### src/rtl/div_pkg.sv
`default_nettype none
// ============================================================================
// div_pkg : shared types and constants for the sequential restoring divider
// Revision: 1.0
// ============================================================================
package div_pkg;

  localparam int DIV_W = 8;
  localparam int DIV_CNT_W = $clog2(DIV_W + 1);
  localparam logic [DIV_W-1:0] DIV0_Q = '1;

  typedef enum logic [1:0] {
    ST_IDLE = 2'd0,
    ST_RUN  = 2'd1,
    ST_DONE = 2'd2
  } state_t;

endpackage
`default_nettype wire

### src/rtl/div_restore_step.sv
`default_nettype none
// ============================================================================
// div_restore_step : one combinational restoring-division step
// Revision: 1.0
// ============================================================================
module div_restore_step #(
  parameter int WIDTH = 8
) (
  input  logic [WIDTH-1:0] rem,
  input  logic             next_bit,
  input  logic [WIDTH-1:0] divisor,
  output logic [WIDTH-1:0] new_rem,
  output logic             qbit
);

  logic [WIDTH:0]   trial;
  logic [WIDTH+1:0] diff;

  assign trial = {rem, next_bit};
  assign diff  = {1'b0, trial} - {2'b00, divisor};

  // A non-negative difference is always below the divisor, so bit WIDTH is
  // zero whenever the sign bit is; folding it in changes nothing logically.
  assign qbit    = ~|diff[WIDTH+1:WIDTH];
  assign new_rem = qbit ? diff[WIDTH-1:0] : trial[WIDTH-1:0];

endmodule
`default_nettype wire

### src/rtl/seq_restoring_divider.sv
`default_nettype none
// ============================================================================
// seq_restoring_divider : unsigned restoring divider, one quotient bit/clock
// Revision: 1.0
// ============================================================================
module seq_restoring_divider
  import div_pkg::*;
#(
  parameter int WIDTH = DIV_W
) (
  input  logic             clk,
  input  logic             rst_n,
  input  logic             in_valid,
  output logic             in_ready,
  input  logic [WIDTH-1:0] dividend,
  input  logic [WIDTH-1:0] divisor,
  output logic             out_valid,
  input  logic             out_ready,
  output logic [WIDTH-1:0] quotient,
  output logic [WIDTH-1:0] remainder,
  output logic             div_by_zero
);

  localparam int CNT_W = $clog2(WIDTH + 1);

  state_t           state;
  logic [CNT_W-1:0] count;
  logic [WIDTH-1:0] rem_r;
  logic [WIDTH-1:0] q_shift;
  logic [WIDTH-1:0] divisor_r;

  logic [WIDTH-1:0] step_rem;
  logic             step_qbit;

  div_restore_step #(
    .WIDTH(WIDTH)
  ) u_step (
    .rem     (rem_r),
    .next_bit(q_shift[WIDTH-1]),
    .divisor (divisor_r),
    .new_rem (step_rem),
    .qbit    (step_qbit)
  );

  assign in_ready  = (state == ST_IDLE);
  assign out_valid = (state == ST_DONE);

  always_ff @(posedge clk) begin
    if (!rst_n) begin
      state       <= ST_IDLE;
      count       <= '0;
      rem_r       <= '0;
      q_shift     <= '0;
      divisor_r   <= '0;
      quotient    <= '0;
      remainder   <= '0;
      div_by_zero <= 1'b0;
    end else begin
      case (state)
        ST_IDLE: begin
          if (in_valid) begin
            divisor_r <= divisor;
            if (divisor == '0) begin
              quotient    <= '1;
              remainder   <= dividend;
              div_by_zero <= 1'b1;
              state       <= ST_DONE;
            end else begin
              rem_r       <= '0;
              q_shift     <= dividend;
              count       <= CNT_W'(WIDTH);
              div_by_zero <= 1'b0;
              state       <= ST_RUN;
            end
          end
        end
        ST_RUN: begin
          // q_shift drains dividend bits from the top while quotient bits enter below
          rem_r   <= step_rem;
          q_shift <= {q_shift[WIDTH-2:0], step_qbit};
          count   <= count - CNT_W'(1);
          if (count == CNT_W'(1)) begin
            quotient  <= {q_shift[WIDTH-2:0], step_qbit};
            remainder <= step_rem;
            state     <= ST_DONE;
          end
        end
        ST_DONE: begin
          if (out_ready) begin
            state <= ST_IDLE;
          end
        end
        default: state <= ST_IDLE;
      endcase
    end
  end

endmodule
`default_nettype wire

### config.mk
export PLATFORM = sky130hd
export DESIGN_NAME = seq_restoring_divider
export DESIGN_NICKNAME = d
export VERILOG_FILES = /design/src/rtl/div_pkg.sv /design/src/rtl/div_restore_step.sv /design/src/rtl/seq_restoring_divider.sv
export SDC_FILE = /design/constraint.sdc
export NUM_CORES = 1
export LEC_CHECK = 0
export BUFFER_PORTS_ARGS = -buffer_cell sky130_fd_sc_hd__buf_4
export CORE_MARGIN = 1
export CORE_UTILIZATION = 61
export DETAILED_ROUTE_END_ITERATION = 16
export PLACE_DENSITY_LB_ADDON = 0.15
export SLEW_MARGIN = 20
export SYNTH_ARGS = -nofsm -noshare
export SYNTH_HDL_FRONTEND = slang
export SYNTH_SLANG_ARGS = --single-unit
### constraint.sdc
create_clock -name clk -period 6.2 [get_ports clk]
set_input_delay 0.31 -clock clk [delete_from_list [all_inputs] [get_ports clk]]
set_output_delay 0.31 -clock clk [all_outputs]
set_load 0.05 [all_outputs]
# Word level (Yosys, flattened, before mapping)
# Index checks and enable logic that the tools add are counted.
# word_totals
wordCells	51
reg_bits	47
# classes
muxes	24
n_reduce_logical	9
eq_ne	8
addsub	2
# op_table
operator	count
$mux W8	11
$pmux W8 S2	4
$sub A9 B8 Y10	1
$logic_not A8 Y1	1
$mux W2	4
$mux W4	2
$pmux W4 S2	1
$ne A2 B2 Y1 const B	3
$pmux W2 S3	1
$reduce_and A3 Y1	2
$eq A4 B1 Y1 const B	1
$ne A2 B1 Y1 const B	2
$reduce_and A4 Y1	1
$sub A4 B1 Y4 const B	1
$eq A2 B1 Y1 const B	1
$eq A2 B2 Y1 const B	1
$logic_not A2 Y1	1
$reduce_and A2 Y1	1
$reduce_bool A2 Y1	1
$reduce_or A2 Y1	1
$logic_not A1 Y1	1
$mux W1	1

# Longest topological paths before layout
# logic_depth
ltp_word	5
ltp_mapped	10
mapped_depth_nobuf	10

# Cells and area by module
# A second synthesis with hierarchy kept.
# unflattened
hier_cells	318
hier_area_um2	2730.1
# by_module_without_submodules
module	seq_area_each_um2	area_per_inst_um2	cells_each	instances
seq_restoring_divider	940.9	1949.4	203	1
div_restore_step	0.0	780.7	115	1

# Least setup slack after synthesis
# OpenSTA, ideal clock, no wires.
# synth_path
path_type	reg2reg
from	register state[1]
to	register divisor_r[6]
arrival_ps	2129
period_less_slack_ps	2245
n_path_buf	3
setup_ps	115
stages_incl_launch_ff	9
setup_slack_ps	3955
cell_sequence	dfxtp_1 buf_2 nor2_1 and2_1 clkbuf_1 clkbuf_1 nor2_1 a21oi_1 nor2b_1
# synth_via
elab_chain_len	2
# synth_lines
item	line	source
from (decl)	seq_restoring_divider.sv:26	state_t state;
from (signal assigned)	seq_restoring_divider.sv:50	state <= ST_IDLE;
from (signal assigned)	seq_restoring_divider.sv:67	state <= ST_DONE;
from (signal assigned)	seq_restoring_divider.sv:73	state <= ST_RUN;
$logic_not A2 Y1	--	
net in_ready	seq_restoring_divider.sv:14	output logic in_ready,
$reduce_and A2 Y1 (no source line)	--	
to (signal assigned)	seq_restoring_divider.sv:62	divisor_r <= divisor;
to (decl)	seq_restoring_divider.sv:30	logic [WIDTH-1:0] divisor_r;
# The timed path passes the listed nets, and every way through them passes these cells.
# A chain may end at the register's enable or synchronous reset.

# Worst setup path after layout
# layout_path
from	register state[1]
to	register remainder[2]
# layout_via
elab_chain_len	3
elab_cells_between_ends	8
# layout_lines
item	line	source
$eq A2 B1 Y1 / $logic_not A2 Y1 (equally long branches)	seq_restoring_divider.sv:59	case (state)
$ne A2 B2 Y1 (no source line), or another cell as far along	--	
$reduce_and A4 Y1 (no source line)	--	
to (signal assigned)	seq_restoring_divider.sv:65	remainder <= dividend;
to (signal assigned)	seq_restoring_divider.sv:84	remainder <= step_rem;
to (decl)	seq_restoring_divider.sv:20	output logic [WIDTH-1:0] remainder,
# Several ways; a longest one is shown, not always the timed one.

==> flow_summary.yaml <==
flow_run:
  max_cap_viol_count: 0
setup_path:
  crit_type: "reg2reg"
  end_kind: "flip-flop"
  path_max_fanout: 32
  cpPeakStageDelay_ns: 0.78
  crit_chain: "nand2b_1 -> a21o_1 -> nand2_1 -> nor3_4 -> o21ai_0 -> a31oi_1"
  start_kind: "flip-flop"
  crit_slowest_cell: "nor3_4"
  crit_required_ns: 6.45
  arrival_ns: 2.95
  cp_num_buf_inv: 0
  crit_family: "simple AND/OR/NAND/NOR gates"
power:
  p_leak_nw: 1.34
  p_per_area_nw_per_um2: 325
  ir_drop_uv: 217
synth:
  synth_seq_area_share_pct: 37.6
  syn_area_sq_um: 2500
  synth.distinct_cells: 42
  postSynthRegisterBits: 47
  synth_area_leader_cell: "dfxtp_1"
  async_flop_share_pct: 0
  synth_common_cells: "dfxtp_1 (47), nand2_1 (47), nor2_1 (26)"
  syn_avg_cell_area_sq_um: 8.21
  postSynthCellCount: 305
  synth.area.top_cells: "dfxtp_1 (38%), nand2_1 (7.0%), o211a_1 (6.0%)"
  yosysTopAreaCellShare_pct: 37.6
  ys_warn_count: 0
  syn_nets: 336
  synth_flop_cell: "dfxtp_1"
  synth_edf_count: 0
floorplanning:
  die_x_um: 66.1
  initial_core_util_pct: 65.9
  ioPinCount: 39
  std_cell_rows: 22
  core_sq_um: 3800
  die_y_um: 66.1
  die-area_sq_um: 4360
clock_network:
  cts_inserted_buffers: 5
  cts_tree: "yes"
  cts.repair.resized: 0
  cts.sinks: 47
  clock_latency_ns: 0.31
  cts_setup_buffers: 0
  path_clk_slew_ns: 0.10
  clock_path_buffers: 2
  htree_num_levels: 2
  cts_root_buffer: "clkbuf_8"
  cts_hold_buf: 0
route:
  vias_per_cell: 5.73
  wl_mm: 5.50
  first_iter_violations: 145
  route.detailed.drc: 0
  vias: 2195
  ant_nets: 0
  first_pass_iters: 4
  wl_per_cell_um: 14.4
cells_and_area:
  area_growth_pct: 14.8
  diodes: 0
  finalNetCount: 365
  final_cell_area_sq_um: 2870
  fillers: 300
  layout-drive-gt1-share_pct: 17.9
place:
  port_buffers: 38
  place_area_sq_um: 2780
  dpl.hpwl_mm: 3.87
  place.gp.congestion: 0.841
hold_path:
  hold_path.class: "in2reg"
sta:
  fmax_mhz: 370
  finalClockSkew_ns: 0.00984
  tightest_slew_ns: 0.948
  drv_slew: 0
  post-route-min-period_ns: 2.70
  hold_viol_final: 0
  setup_viol_count_final: 0
  fin_setup_tns_ns: 0
  max_slew_margin_pct: 36.6
  rsz0062_at_grt: "no"
  post-route-period-util_pct: 43.6
grt:
  grt-ovfl-total: 0
  met1_usage_pct: 34.2
  grt_first_pass_wirelength_mm: 8.91
  grtUsageTotal_pct: 27.0
  grt.busiest_layer: "met2"
  grt_max_degree: 47
  grt_pass1_vias: 1940
  antenna_found_initial: 0
  grt_use_met3_pct: 4.66
  use_met2_pct: 46.2
run_status:
  status: "finished clean"
## state kept, by name (all words and copies together) (netlist names)
signal and cells:
q_shift 8, divisor_r 8, rem_r 8, div_by_zero 1, remainder 8, count 4
state 2, quotient 8
## power breakdown
group          total, mW  internal, mW  switching (mW)
registers          0.371         0.344          0.0274
clock network      0.191        0.0807           0.111
logic              0.371         0.138           0.233
## kinds of logic (layout without fill, tap and decap cells)
| family | after synthesis | in the layout | synth area share, % |
|---|---|---|---|
| simple gates | 111 | 111 | 20.6 |
| compound gates | 86 | 86 | 24.0 |
| flops | 47 | 47 | 37.6 |
| buf+inv | 35 | 65 | 5.90 |
| fa+ha+maj | 11 | 11 | 5.80 |
| mux | 11 | 11 | 4.70 |
| xor+xnor | 4 | 4 | 1.40 |
## cell type report
class | instances | area [sq um] | share of cell area [%]
timing repair buffer | 40 | 300 | 10.4
multi-input combinational | 223 | 1420 | 49.2
clock inverter | 3 | 25.0 | 0.871
sequential | 47 | 941 | 32.7
inverter | 17 | 63.8 | 2.22
tap | 48 | 60.1 | 2.09
clock buffer | 5 | 68.8 | 2.39
## worst paths after layout
path | from | end | slack [ns] | cells past startpoint
setup / recovery | state[1] | remainder[2] | 3.50 | 6
hold / removal | divisor[3] | divisor_r[3] | 0.25 | 3
setup reg to reg | state[1] | remainder[2] | 3.50 | 6
hold reg to reg | div_by_zero | div_by_zero | 0.49 | 2
## per-layer routing
metal,vias to the layer above,routed length (um)
met1,1018,2580
met2,54,2610
met3,7,234
li1,1116,-
met4,0,72
met5,-,0
## worst min-delay path: stages
cell and delay [ns]:
buf_4 0.08, a21oi_1 0.05, nor2b_1 0.09
## per-stage QoR
step	setup slack, ns	hold slack, ns	utilization (%)	total power [mW]	cells
2_1_floorplan	3.96	0.453	-	0.659	305
3_3_place_gp	3.63	0.459	73.2	0.735	375
3_5_place_dp	3.50	0.477	73.2	0.745	375
4_1_cts	3.47	0.254	75.7	0.934	383
5_1_grt	3.19	0.274	75.7	0.985	383
6_report	3.50	0.252	75.7	0.934	383
## cells in the final DEF (no fill, tap or decap), types with 2 or more instances in the layout
master	instances
nand2_1	47
dfxtp_1	47
buf_4	40
nor2_1	26
a21oi_1	20
inv_1	17
o21ai_0	17
o211a_1	15
nand3_1	12
a31oi_1	10
ha_1	10
nor2b_1	9
mux2_2	6
mux2i_1	5
clkbuf_8	5
and3_1	4
a21boi_1	4
a21boi_0	4
nand2b_1	3
a21o_1	3
xor2_1	3
o21a_1	3
or4_1	2
or3_1	2
o22ai_1	2
and2_1	2
clkinv_4	2
Note: power is estimated with default switching activity, not from simulation.
